===== config.mk =====
export PLATFORM = sky130hd
export DESIGN_NAME = sha256_round_ctrl
export DESIGN_NICKNAME = d
export VERILOG_FILES = /design/src/rtl/sha256_pkg.sv /design/src/rtl/sha256_msg_sched.sv /design/src/rtl/sha256_round_ctrl.sv
export SDC_FILE = /design/constraint.sdc
export NUM_CORES = 2
export LEC_CHECK = 0
export BUFFER_PORTS_ARGS = -buffer_cell sky130_fd_sc_hd__buf_2
export CORE_AREA = 2 2 546 548
export CTS_CLUSTER_SIZE = 14
export DETAILED_ROUTE_END_ITERATION = 10
export DIE_AREA = 0 0 548 550
export HOLD_SLACK_MARGIN = 0.15
export PLACE_DENSITY_LB_ADDON = 0.2
export SKIP_LAST_GASP = 1
export SYNTH_ARGS = -nofsm -noshare
export SYNTH_HDL_FRONTEND = slang
export SYNTH_HIERARCHICAL = 1
export SYNTH_SLANG_ARGS = --single-unit

===== constraint.sdc =====
create_clock -name clk -period 3.5 [get_ports clk]
set_input_delay 0.35 -clock clk [delete_from_list [all_inputs] [get_ports clk]]
set_output_delay 0.35 -clock clk [all_outputs]
set_load 0.01 [all_outputs]

===== src/rtl/sha256_pkg.sv =====
// Shared SHA-256 definitions: standard IV, controller state encoding and the
// rotate/sigma helpers used by the message schedule.
package sha256_pkg;

    localparam logic [255:0] SHA256_IV = 256'h6a09e667_bb67ae85_3c6ef372_a54ff53a_510e527f_9b05688c_1f83d9ab_5be0cd19;

    typedef enum logic [2:0] {
        ST_IDLE,
        ST_ISSUE,
        ST_WAIT,
        ST_FINAL,
        ST_DONE
    } round_state_t;

    function automatic logic [31:0] rotr(input logic [31:0] x, input int unsigned n);
        return (x >> n) | (x << (32 - n));
    endfunction

    function automatic logic [31:0] sig0(input logic [31:0] x);
        return rotr(x, 7) ^ rotr(x, 18) ^ (x >> 3);
    endfunction

    function automatic logic [31:0] sig1(input logic [31:0] x);
        return rotr(x, 17) ^ rotr(x, 19) ^ (x >> 10);
    endfunction

endpackage


===== src/rtl/sha256_msg_sched.sv =====
// 16-word message schedule ring; w_out is W[t] for the current round and each
// shift appends W[t+16] while retiring W[t].
module sha256_msg_sched
    import sha256_pkg::*;
(
    input  logic         clk,
    input  logic         rst_n,
    input  logic         load,
    input  logic         shift,
    input  logic [511:0] block_in,
    output logic [31:0]  w_out
);

    logic [31:0] ring [16];
    logic [31:0] w_next;

    // ring[k] holds W[t+k], so the recurrence taps are offsets 14, 9, 1 and 0
    always_comb begin
        w_next = sig1(ring[14]) + ring[9] + sig0(ring[1]) + ring[0];
    end

    always_ff @(posedge clk or negedge rst_n) begin
        if (!rst_n) begin
            for (int unsigned i = 0; i < 16; i++) ring[i] <= '0;
        end else if (load) begin
            for (int unsigned i = 0; i < 16; i++) ring[i] <= block_in[511 - 32*i -: 32];
        end else if (shift) begin
            for (int unsigned i = 0; i < 15; i++) ring[i] <= ring[i+1];
            ring[15] <= w_next;
        end
    end

    assign w_out = ring[0];

endmodule


===== src/rtl/sha256_round_ctrl.sv =====
// SHA-256 compression controller: sequences 64 rounds through an external
// round datapath of DP_LATENCY cycles and forms the final digest.
module sha256_round_ctrl
    import sha256_pkg::*;
#(
    parameter int unsigned DP_LATENCY = 1
)
(
    input  logic         clk,
    input  logic         rst_n,
    input  logic         start,
    output logic         ready,
    input  logic [511:0] block_in,
    input  logic [255:0] hash_in,
    input  logic         use_iv,
    output logic [31:0]  dp_a,
    output logic [31:0]  dp_b,
    output logic [31:0]  dp_c,
    output logic [31:0]  dp_d,
    output logic [31:0]  dp_e,
    output logic [31:0]  dp_f,
    output logic [31:0]  dp_g,
    output logic [31:0]  dp_h,
    output logic [31:0]  dp_w,
    output logic [5:0]   dp_select,
    input  logic [31:0]  dp_new_a,
    input  logic [31:0]  dp_new_e,
    output logic [255:0] digest,
    output logic         done
);

    localparam logic [1:0] LAT_LAST = 2'(DP_LATENCY - 1);

    round_state_t state, state_nxt;
    logic [31:0]  wv    [8];
    logic [31:0]  chain [8];
    logic [5:0]   round_cnt;
    logic [1:0]   lat_cnt;
    logic         accept, capture;
    logic [255:0] init_hash;

    always_ff @(posedge clk or negedge rst_n) begin
        if (!rst_n) state <= ST_IDLE;
        else        state <= state_nxt;
    end

    always_comb begin
        state_nxt = state;
        accept    = 1'b0;
        capture   = 1'b0;
        ready     = 1'b0;
        done      = 1'b0;
        case (state)
            ST_IDLE: begin
                ready = 1'b1;
                if (start) begin
                    accept    = 1'b1;
                    state_nxt = ST_ISSUE;
                end
            end
            ST_ISSUE: state_nxt = ST_WAIT;
            ST_WAIT: begin
                if (lat_cnt == LAT_LAST) begin
                    capture   = 1'b1;
                    state_nxt = (round_cnt == 6'd63) ? ST_FINAL : ST_ISSUE;
                end
            end
            ST_FINAL: state_nxt = ST_DONE;
            ST_DONE: begin
                done      = 1'b1;
                state_nxt = ST_IDLE;
            end
            default: state_nxt = ST_IDLE;
        endcase
    end

    assign init_hash = use_iv ? SHA256_IV : hash_in;

    always_ff @(posedge clk or negedge rst_n) begin
        if (!rst_n) begin
            round_cnt <= '0;
            lat_cnt   <= '0;
        end else if (accept) begin
            round_cnt <= '0;
            lat_cnt   <= '0;
        end else if (state == ST_WAIT) begin
            lat_cnt <= capture ? 2'd0 : lat_cnt + 2'd1;
            if (capture) round_cnt <= round_cnt + 6'd1;
        end
    end

    // wv[0..7] = a..h; capture shifts both halves and inserts the new a and e
    always_ff @(posedge clk or negedge rst_n) begin
        if (!rst_n) begin
            for (int unsigned i = 0; i < 8; i++) begin
                wv[i]    <= '0;
                chain[i] <= '0;
            end
        end else if (accept) begin
            for (int unsigned i = 0; i < 8; i++) begin
                wv[i]    <= init_hash[255 - 32*i -: 32];
                chain[i] <= init_hash[255 - 32*i -: 32];
            end
        end else if (capture) begin
            wv[0] <= dp_new_a;
            wv[1] <= wv[0];
            wv[2] <= wv[1];
            wv[3] <= wv[2];
            wv[4] <= dp_new_e;
            wv[5] <= wv[4];
            wv[6] <= wv[5];
            wv[7] <= wv[6];
        end
    end

    always_ff @(posedge clk or negedge rst_n) begin
        if (!rst_n) begin
            digest <= '0;
        end else if (state == ST_FINAL) begin
            for (int unsigned i = 0; i < 8; i++) digest[255 - 32*i -: 32] <= chain[i] + wv[i];
        end
    end

    sha256_msg_sched u_sched (
        .clk      (clk),
        .rst_n    (rst_n),
        .load     (accept),
        .shift    (capture),
        .block_in (block_in),
        .w_out    (dp_w)
    );

    assign dp_a      = wv[0];
    assign dp_b      = wv[1];
    assign dp_c      = wv[2];
    assign dp_d      = wv[3];
    assign dp_e      = wv[4];
    assign dp_f      = wv[5];
    assign dp_g      = wv[6];
    assign dp_h      = wv[7];
    assign dp_select = round_cnt;

endmodule


* Word-level counts from Yosys, hierarchy flattened
Index checks and enable logic that the tools add are counted.
Widths: inputs -> output; s select.
** Cells by class
- $add $sub $neg :: 13
- Equality and inequality tests :: 7
- Multiplexer cells :: 21
- Bitwise operators :: 8
- Reduce and logical (&&, ||, !) cells :: 6
** Operators with widths (count)
- $mux 512 :: 2
- $mux 256 :: 3
- $add 32x32->32 :: 11
- $xor 32x32->32 :: 2
- $or 13x32->32 :: 1
- $or 14x32->32 :: 1
- $or 15x32->32 :: 1
- $or 25x32->32 :: 1
- $xor 32x22->32 :: 1
- $xor 32x29->32 :: 1
- $mux 6 :: 3
- $pmux 3 s4 :: 1
- $mux 2 :: 4
- $add 6x1->6 const B :: 1
- $eq 3x2->1 const B :: 2
- $eq 6x6->1 const B :: 1
- $mux 1 :: 6
- $mux 3 :: 2
- $ne 2x2->1 const B :: 2
- $reduce_and 2->1 :: 2
- $reduce_bool 2->1 :: 2
- $eq 3x1->1 const B :: 1
- $eq 3x3->1 const B :: 1
- $logic_not 3->1 :: 1
- other kinds (2) :: 2
** Word-level totals
- Register bits after elaboration :: 1291
- Input bits :: 836
- Output and inout bits :: 552
- Word-level logic and storage cells :: 91

* Logic depth before layout (Yosys ltp)
- Word-level depth :: 8
- Mapped depth :: 15
- Gate-level depth less buffers :: 14

* Cells and area by module
The synthesis kept the hierarchy.
** Modules (own cells, without submodules)
- sha256_round_ctrl :: instances 1, cells each 4573, area an instance 41599.9 um^2, seq. area each 19493.7 um^2
- sha256_msg_sched :: instances 1, cells each 2829, area an instance 27898.0 um^2, seq. area each 12812.3 um^2

* Least setup slack after synthesis
No wires, ideal clock.
- Path type :: flip-flop to flip-flop
- Start point :: register u_sched/ring[456] in the netlist's numbering
- End point :: register u_sched/ring[27] in the netlist's numbering
- Setup time :: 133 ps
- Arrival :: 3675 ps
- Data required time :: 3367 ps
- Path slack :: -308 ps
- Cell stages (with the launch flop) :: 15
- Path buffers :: 0
- Period minus slack after synthesis :: 3808 ps
- Cells stage by stage :: dfrtp_1 xor2_1 xnor2_1 fa_1 inv_1 fa_1 ha_1 fa_1 a21o_1 a221o_1 a31oi_1 nand3_1 a31oi_1 xor2_1 o21ai_0
** Between the ends
- Longest elaborated chain between the ends :: 7
- Elaborated cells between the ends (all ways) :: 8
- Those cells by class :: 2 x add/sub; 2 x mux; 4 x bitwise
** Ends and longest elaborated chain
- from (decl) :: line sha256_msg_sched.sv:14 : logic [31:0] ring [16];
- $or 25x32->32 or $or 14x32->32 (tied branches) :: line sha256_pkg.sv:16 : return (x >> n) | (x << (32 - n));
- $xor 32x32->32 :: line sha256_pkg.sv:20 : return rotr(x, 7) ^ rotr(x, 18) ^ (x >> 3);
- $xor 32x29->32 * :: line sha256_pkg.sv:20
- $add 32x32->32 * (2 in series) :: line sha256_msg_sched.sv:19 : w_next = sig1(ring[14]) + ring[9] + sig0(ring[1]) + ring[0];
- $mux 512 * :: line sha256_msg_sched.sv:27 : end else if (shift) begin
- $mux 512 * :: line sha256_msg_sched.sv:25 : end else if (load) begin
Every way passes the cells marked *; elsewhere a longest branch is shown, timed or not. The select of a mux whose other input is x is not followed.
A chain may end at the register's enable or synchronous reset.

* Final worst setup path
Ends and elaborated chain as after synthesis.

==> impl_metrics.ini <==
[global_routing]
grt_pass1_wl_um = 516000
grt_pass1_vias = 68500
grt_util_all_layers_pct = 23.8
antenna_found_initial = 70
grt_max_degree = 167
grt-ovfl-total = 0

[setup_path]
r2r_cells = 15
cp.required_ps = 4170
crit_top_cell = fa_1
r2r_end = u_sched/ring[27]$_DFFE_PN0P_
crit_slowest_cell = fa_1
setup.worst_path.end_class = flop
max_stage_delay_ps = 510
reg2reg_from = u_sched/ring[456]$_DFFE_PN0P_
reg2reg_slack_ps = -570
cp.arrival_ps = 4740
cp-start-kind = flop
critPathKind = flop to flop
path_max_fanout = 3
cp_cell_sequence = xor2_2 -> xnor2_2 -> fa_1 -> inv_2 -> fa_1 -> ha_2 -> fa_2 -> a21o_1 -> a221o_1 -> a31oi_4 -> buf_6 -> nand3_4 -> a31oi_2 -> xor2_1 -> o21ai_0

[placed_design]
io_buffers = 1387
placed_area_mm2 = 0.0846
dpl.hpwl_um = 293000
place.gp.congestion = 0.931
dp_cells = 12800

[routing]
wl_per_cell_um = 26.4
drc = 0
drt_iter0_markers = 5168
wl_um = 371000
viasPerCell = 4.76
drt_pre_antenna_iters = 5
final_antenna_net_count = 0
via_count = 67000

[floorplanning]
io_pins = 1388
die_h_um = 550
row_count = 200
initial_core_util_pct = 23.5
core_area_mm2 = 0.296
die_w_um = 548
dieArea_mm2 = 0.301

[sta]
hold_viol = 0
worst_pin_slew_ps = 1170
clock.fmax_mhz = 246
fin_crit_ps = 4070
finalSetupViolCount = 24
rsz0062_at_grt = true
drv_slew = 0
fin_worst_skew_ps = 56.8
max_slew_margin_pct = 22.0
setup_ws_ps = -567
timing.final.crit_share_pct = 116

[worst_hold_path]
whs_path_depth = 4
min_from = use_iv
hold_path_class = input pin to flop
holdPathEnd = chain[53]$_DFFE_PN0P_

[layout]
final_area_mm2 = 0.100
syn2layout_area_growth_pct = 43.9
nets = 11200
final_core_util_pct = 33.8
fin_cells = 14100
drive_above_1_share_pct = 24.0
fillCellCount = 30500

[status]
violations = negative setup slack
status = complete, but fails checks

[yosys]
synth_nets = 8589
yosysTopAreaCell = dfrtp_1
syn_inst = 7402
ys_warn_count = 6
syn_avg_cell_area_um2 = 9.39
yosysMostFrequentCell = nand2_1
synth_edf_count = 0
ys_seq_area_share_pct = 46.5
ys.flop_type = dfrtp_1
synthesis.area_mm2 = 0.0695
ys_top_cells_by_area = dfrtp_1 (46%), mux2i_1 (8.8%), nand2_1 (7.7%), o21ai_0 (6.9%), ha_1 (5.1%)
netlist.area_leader.share_pct = 46.5
synth_cell_type_count = 85
ys_async_sr_fraction_pct = 100
ys_ff_latch = 1291
ys_top_cells_by_count = nand2_1 (1430), dfrtp_1 (1291), o21ai_0 (954), mux2i_1 (613), nor2_1 (527)

[clocking]
clockRootBuffer = clkbuf_16
cts_made_buffers = 168
cts.sinks = 1291
h-tree-depth = 4
cts_tree = yes
insertion_delay_ps = 840
clk_pin_slew_ps = 60
clk_path_buf_depth = 4

[run]
cap_violations = 0
logic make-up after synthesis:
logic type / synth area share (%)
simple gates: 14.3
compound gates: 14.8
flops: 46.5
buf+inv: 3.74
mux: 8.89
xor+xnor: 4.63
fa+ha+maj: 7.08
worst max-delay path, delay by kind of cell (launching register included):
kind	cells	cell delay [ps]
fa+ha+maj	4	1530
compound gates	5	1110
xor+xnor	3	520
flops	1	440
buf+inv	2	190
simple gates	1	100
sequential cells by signal, indices dropped and copies added, names as in the netlist:
| name | cells |
|---|---|
| u_sched/ring | 480 |
| chain | 256 |
| digest | 256 |
| dp_a | 32 |
| dp_b | 32 |
| dp_c | 32 |
| dp_d | 32 |
| dp_e | 32 |
| dp_f | 32 |
| dp_g | 32 |
| dp_h | 32 |
| u_sched/w_out | 32 |
| dp_select | 6 |
| state | 3 |
| lat_cnt | 2 |
through the flow:
step / hold slack (ps) / TNS [ps] / setup slack [ps]
detailed placement: 319 / -12690 / -716
global placement: 317 / -12510 / -684
floorplan: 54.4 / -1340 / -166
global route: 209 / -13450 / -687
CTS: 161 / -10140 / -531
finish: 196 / -10160 / -567
worst max path at each step:
stage | from | end | slack [ps] | depth (start not counted)
3_3_place_gp | u_sched/ring[455]$_DFFE_PN0P_ | u_sched/ring[28]$_DFFE_PN0P_ | -680 | 15
6_report | u_sched/ring[456]$_DFFE_PN0P_ | u_sched/ring[27]$_DFFE_PN0P_ | -570 | 15
4_1_cts | u_sched/ring[467]$_DFFE_PN0P_ | u_sched/ring[27]$_DFFE_PN0P_ | -530 | 14
3_5_place_dp | u_sched/ring[455]$_DFFE_PN0P_ | u_sched/ring[26]$_DFFE_PN0P_ | -720 | 14
2_1_floorplan | u_sched/ring[456]$_DFFE_PN0P_ | u_sched/ring[29]$_DFFE_PN0P_ | -170 | 14
5_1_grt | u_sched/ring[456]$_DFFE_PN0P_ | u_sched/ring[27]$_DFFE_PN0P_ | -690 | 15
timing repair:
item | CTS | global route
hold buffers | 879 | 0
pin swaps | 20 | 42
resized for setup | 39 | 125
endpoints found under the hold margin | 1725 | 0
setup endpoints to repair | 34 | 50
buffers inserted | 4 | 20
layout by cell type (no fill, tap or decap), types with 32 or more instances in the layout:
cell,synthesis,routed
clkbuf_8,3,35
mux2i_1,613,613
fa_1,70,63
a21oi_1,247,226
xnor2_1,188,175
dfrtp_1,1291,1283
dlygate4sd3_1,0,878
buf_4,33,540
o21ai_0,954,938
inv_1,180,173
ha_1,281,260
a31oi_1,162,156
nand3_1,61,59
nor2_1,527,522
a211oi_1,37,32
nand2_1,1430,1424
nand3b_1,127,127
a21o_1,149,149
diode_2,0,32
xor2_1,179,168
buf_12,0,53
clkbuf_16,0,171
buf_2,2,1385
clkbuf_1,378,36
area by class of cell:
| class | count | area, um^2 | share of cell area, % |
|---|---|---|---|
| inverter | 180 | 692 | 0.692 |
| tap | 3939 | 4930 | 4.93 |
| antenna | 32 | 80.1 | 0.0801 |
| clock buffer | 242 | 4900 | 4.89 |
| clock inverter | 50 | 624 | 0.624 |
| multi-input combinational | 5469 | 35500 | 35.5 |
| sequential | 1291 | 32300 | 32.3 |
| timing repair buffer | 2867 | 21000 | 21.0 |
metal layers:
layer  part of all wire [%]  up-vias  global-route usage, %  routed length (um)
li1                       -    30700                      -                   -
met1                     41    33200                   29.2              152000
met2                     48     2446                   40.5              177000
met3                    5.9      603                   4.14               21700
met4                    5.2       22                   10.8               19400
met5                  0.037        -                      0                 138
Power is left out: the tool's default activity adds up to more than one toggle a clock period on the data nets, which glitch-free logic cannot reach.
